[src/rtl/window_stream_offset.sv]
// Streaming 1-D stencil window: for each frame element x[i] emits the triple
// (x[i-DIST], x[i], x[i+DIST]) with pad/clamp substitution at the frame edges.
module window_stream_offset #(
  parameter int           N     = 64,
  parameter int           DIST  = 1,
  parameter int           SIZE  = 1024,
  parameter int           BMODE = 0,
  parameter logic [N-1:0] PAD   = '0
) (
  input  logic         clk,
  input  logic         rstn,
  input  logic [N-1:0] in_data,
  input  logic         in_valid,
  output logic         in_ready,
  output logic [N-1:0] out_c,
  output logic [N-1:0] out_m,
  output logic [N-1:0] out_p,
  output logic         out_last,
  output logic         out_valid,
  input  logic         out_ready
);

  // state | meaning
  // FILL  | accepting x[0..DIST-1], nothing emitted yet
  // RUN   | each accepted x[j] loads output element j-DIST
  // DRAIN | input closed; emit the last DIST elements, then wait for the final transfer
  localparam logic [1:0] FILL  = 2'd0;
  localparam logic [1:0] RUN   = 2'd1;
  localparam logic [1:0] DRAIN = 2'd2;

  localparam int            CW       = $clog2(SIZE + 1);
  localparam int            WL       = 2 * DIST;
  localparam logic [CW-1:0] DIST_C   = CW'(DIST);
  localparam logic [CW-1:0] FILL_END = CW'(DIST - 1);
  localparam logic [CW-1:0] LAST_C   = CW'(SIZE - 1);
  localparam logic [CW-1:0] SIZE_C   = CW'(SIZE);
  localparam logic [CW-1:0] ONE_C    = CW'(1);

  logic [1:0]    state;
  logic [CW-1:0] in_cnt;
  logic [CW-1:0] out_cnt;
  logic [N-1:0]  win [WL];
  logic [N-1:0]  edge_first;
  logic [N-1:0]  edge_last;

  logic          slot_free;
  logic          in_xfer;
  logic          out_xfer;
  logic          load;
  logic [N-1:0]  bnd_lo;
  logic [N-1:0]  bnd_hi;
  logic [N-1:0]  nxt_m;
  logic [N-1:0]  nxt_p;

  assign slot_free = !out_valid || out_ready;
  assign in_ready  = (state != DRAIN) && slot_free;
  assign in_xfer   = in_valid && in_ready;
  assign out_xfer  = out_valid && out_ready;

  // In DRAIN a new element is loaded whenever the output slot frees up, until all SIZE are issued.
  assign load = ((state == RUN) && in_xfer) ||
                ((state == DRAIN) && slot_free && (out_cnt != SIZE_C));

  assign bnd_lo = (BMODE != 0) ? edge_first : PAD;
  assign bnd_hi = (BMODE != 0) ? edge_last  : PAD;

  // The window is read before this cycle's shift: win[DIST-1] is x[i], win[2*DIST-1] is x[i-DIST].
  assign nxt_m = (out_cnt >= DIST_C) ? win[WL-1] : bnd_lo;
  assign nxt_p = (state == DRAIN) ? bnd_hi : in_data;

  always_ff @(posedge clk) begin
    if (!rstn) begin
      state      <= FILL;
      in_cnt     <= '0;
      out_cnt    <= '0;
      out_valid  <= 1'b0;
      out_last   <= 1'b0;
      out_c      <= '0;
      out_m      <= '0;
      out_p      <= '0;
      edge_first <= '0;
      edge_last  <= '0;
      for (int k = 0; k < WL; k++) win[k] <= '0;
    end else begin
      if (in_xfer || ((state == DRAIN) && load)) begin
        win[0] <= in_data;
        for (int k = 1; k < WL; k++) win[k] <= win[k-1];
      end

      if (load) begin
        out_valid <= 1'b1;
        out_c     <= win[DIST-1];
        out_m     <= nxt_m;
        out_p     <= nxt_p;
        out_last  <= (out_cnt == LAST_C);
        out_cnt   <= out_cnt + ONE_C;
      end else if (out_xfer) begin
        out_valid <= 1'b0;
      end

      case (state)
        FILL: begin
          if (in_xfer) begin
            in_cnt <= in_cnt + ONE_C;
            if (in_cnt == '0) edge_first <= in_data;
            if (in_cnt == FILL_END) state <= RUN;
          end
        end
        RUN: begin
          if (in_xfer) begin
            in_cnt <= in_cnt + ONE_C;
            if (in_cnt == LAST_C) begin
              edge_last <= in_data;
              state     <= DRAIN;
            end
          end
        end
        DRAIN: begin
          // Hold off the next frame until the final element has actually left.
          if ((out_cnt == SIZE_C) && out_xfer) begin
            state   <= FILL;
            in_cnt  <= '0;
            out_cnt <= '0;
          end
        end
        default: state <= FILL;
      endcase
    end
  end

endmodule

[config.mk]
export PLATFORM = sky130hd
export DESIGN_NAME = window_stream_offset
export DESIGN_NICKNAME = d
export VERILOG_FILES = /design/src/rtl/window_stream_offset.sv
export SDC_FILE = /design/constraint.sdc
export NUM_CORES = 1
export LEC_CHECK = 0
export ABC_AREA = 0
export CAP_MARGIN = 20
export CELL_PAD_IN_SITES_DETAIL_PLACEMENT = 1
export CELL_PAD_IN_SITES_GLOBAL_PLACEMENT = 1
export CORE_MARGIN = 3
export CORE_UTILIZATION = 49
export DETAILED_ROUTE_END_ITERATION = 8
export DONT_BUFFER_PORTS = 1
export PLACE_DENSITY = 0.87
export SYNTH_ARGS = -nofsm -noshare
export SYNTH_HDL_FRONTEND = slang
export SYNTH_SLANG_ARGS = --single-unit
[constraint.sdc]
create_clock -name clk -period 8.85 [get_ports clk]
set_input_delay 0.885 -clock clk [delete_from_list [all_inputs] [get_ports clk]]
set_output_delay 0.885 -clock clk [all_outputs]
set_load 0.01 [all_outputs]
==> results.cfg <==
[worst_setup_path]
start_kind = flip-flop
critPathRequiredTime_ps = 9240
criticalPathCategory = reg2reg
crit_arrival_ps = 4390
critPathCaptureType = flip-flop
path_max_fanout = 75

[power]
total_leakage_power_nw = 5.32
power_frac_comb_pct = 5.7
p_clk_share_pct = 42.7
intPower_mw = 2.64
seqPwrFrac_pct = 51.6
swShare_pct = 24.0
power_density_nw_per_um2 = 225
switchingPower_mw = 0.833
irDropWorstVdd_mv = 0.130

[clock_tree]
cts_max_level = 2
cts_hold_buf = 0
cts-root-buf = clkbuf_16
clockBufferDepth = 3
cts_setup_buffers = 0
insertion_delay_ps = 510
cts-resized-gates = 0
cts_inserted_buffers = 38
clk_pin_slew_ps = 60
clock-sinks = 346
cts_tree = built

[worst_hold_path]
min_path_type = reg2reg

[synth]
yosys_warnings = 0
synth_flop_cell = dfxtp_1
synth_area_um2 = 14400
synth-seq-cells = 346
syn-num-nets = 1452
synth_cell_type_count = 43
synth-edff-count = 128
synthCells = 1379
ys_async_sr_fraction_pct = 0
avgSynthCellArea_um2 = 10.4
ys_seq_area_share_pct = 57.1

[cells_and_area]
nFillCells = 3086
area_growth_pct = 7.61
drive_gt1_share_pct = 6.74
multi_input_area_um2 = 5440
regArea_um2 = 8210
nets = 1334
num_antenna_cells = 0

[sta]
rsz0062_at_grt = no
fin_hold_ws_ps = 504
final.setup.tns_ps = 0
max_slew.worst_pin.slew_ps = 1160
slew_violations = 0
relSlewSlack_pct = 22.9
fin_crit_sh_pct = 45.2
skew_ps = 13.5
fin_crit_ps = 4000
setup_viol = 0
max_freq_mhz = 250
hold_viol_final = 0

[detailed_routing]
avgViaCountPerCell = 6.77
drc = 0
ant_nets = 0
drt_first_pass_iters = 5
drt_iter0_markers = 976
vias = 11337
wirelength_um = 41800
wl_per_cell_um = 25.0

[status]
status = complete, no violations

[floorplanning]
rows = 62
die_w_um = 177
dieArea_um2 = 31400
core_um2 = 28800
die_height_um = 177
num_io_pins = 263
start_util_pct = 49.9

[global_route]
first_global_vias = 11163
grt_pass1_wl_um = 64800
grt_max_degree = 129
antenna_found_initial = 0
grt_usage_pct = 25.3
overflow = 0

[placement]
io_buffers = 0
hpwlAfterDp_um = 23600
gp_congestion = 0.748

[job]
maxCapViolCount = 0
[critical path, stage by stage, from the launching register on]
cell     delay [ps]
dfxtp_1         440
nor2b_1         760
or3_4           840
buf_4           630
buf_4           710
a31oi_1         220
mux2i_1         170
[state kept, by name, indices dropped and copies added (netlist names)]
register   cells
out_m         64
out_cnt       11
win          128
out_last       1
in_cnt        11
out_p         64
out_valid      1
out_c         64
state          2
[cells by family after synthesis]
| kind of cell | Yosys count | share of synthesized area (%) |
|---|---|---|
| AND/OR/NAND/NOR | 477 | 20.3 |
| AO/OA/AOI/OAI | 354 | 15.6 |
| flip-flops | 346 | 57.1 |
| buffers and inverters | 181 | 5.43 |
| multiplexers | 15 | 1.04 |
| adder cells (fa/ha/maj) | 5 | 0.435 |
| XOR/XNOR | 1 | 0.0610 |
[per-layer routing]
layer	GRT usage, %	wire length, um	up-vias
met5	0	0	-
met4	9.36	1620	0
met3	6.93	3450	100
met2	39.0	19400	441
met1	34.3	17300	5725
li1	-	-	5071
[cells in the final DEF (no fill, tap or decap), types with 3 or more instances in the layout]
cell and n:
nand4_1 200, and4_1 5, edfxtp_1 128, nor2b_1 3, nor4_1 5, a21oi_1 203, o31ai_1 67, clkbuf_1 9
nand3b_1 16, clkinv_1 6, clkbuf_16 39, mux2i_1 15, a31o_2 3, and3_1 3, nor2_1 3, o311ai_0 64
a31oi_1 6, buf_4 16, nand2_1 8, clkinv_2 8, and2_1 129, ha_1 5, dfxtp_1 218, inv_1 5
nand3_1 89
[stage by stage]
stage                     power [mW]  cell area [um^2]  utilization [%]  instances  setup slack, ps
after floorplan                 1.96             14400                -       1379             1030
after global placement          2.01             14300             49.6       1604             4640
after detailed placement        2.02             14300             49.6       1604             4530
after CTS                       3.50             15400             53.6       1673             4890
after global routing            3.60             15500             53.7       1674             4600
final                           3.48             15500             53.7       1674             4850
[cell type report]
type	instances	area share (%)
repair buffers	17	0.955
flip-flops and latches	346	53.1
inverters	6	0.178
clock inverters	19	0.793
clock buffers	50	6.71
well taps	384	3.11
multi-input cells	852	35.2
[path summary, 6_finish.rpt]
path | end | slack [ps] | startpoint | cells past startpoint
setup / recovery | out_cnt[6] | 4850 | out_valid | 6
hold reg to reg | out_cnt[10] | 500 | out_cnt[10] | 2
setup reg to reg | out_cnt[6] | 4850 | out_valid | 6
hold / removal | out_cnt[10] | 500 | out_cnt[10] | 2
[Yosys cell counts, types with 5 or more instances]
master	instances	area, um^2
buf_4	5	37.5
a21oi_1	203	1020
nand4_1	200	1250
nand3b_1	16	120
nand2_1	8	30.0
clkbuf_1	110	413
ha_1	5	62.6
nor4_1	5	31.3
nand3_1	91	455
dfxtp_1	218	4360
o311ai_0	64	561
inv_1	5	18.8
mux2i_1	15	150
buf_2	54	270
and2_1	129	807
a31oi_1	6	37.5
edfxtp_1	128	3840
o31ai_1	67	503
and4_1	5	43.8
[power by group through the flow]
stage	combinational [mW]	sequential, mW	clock, mW
4_1_cts	0.197	1.79	1.50
5_1_grt	0.220	1.80	1.58
6_report	0.199	1.79	1.48
3_3_place_gp	0.187	1.82	0
2_1_floorplan	0.150	1.81	0
3_5_place_dp	0.196	1.83	0
Power figures use the tool's default switching activity.
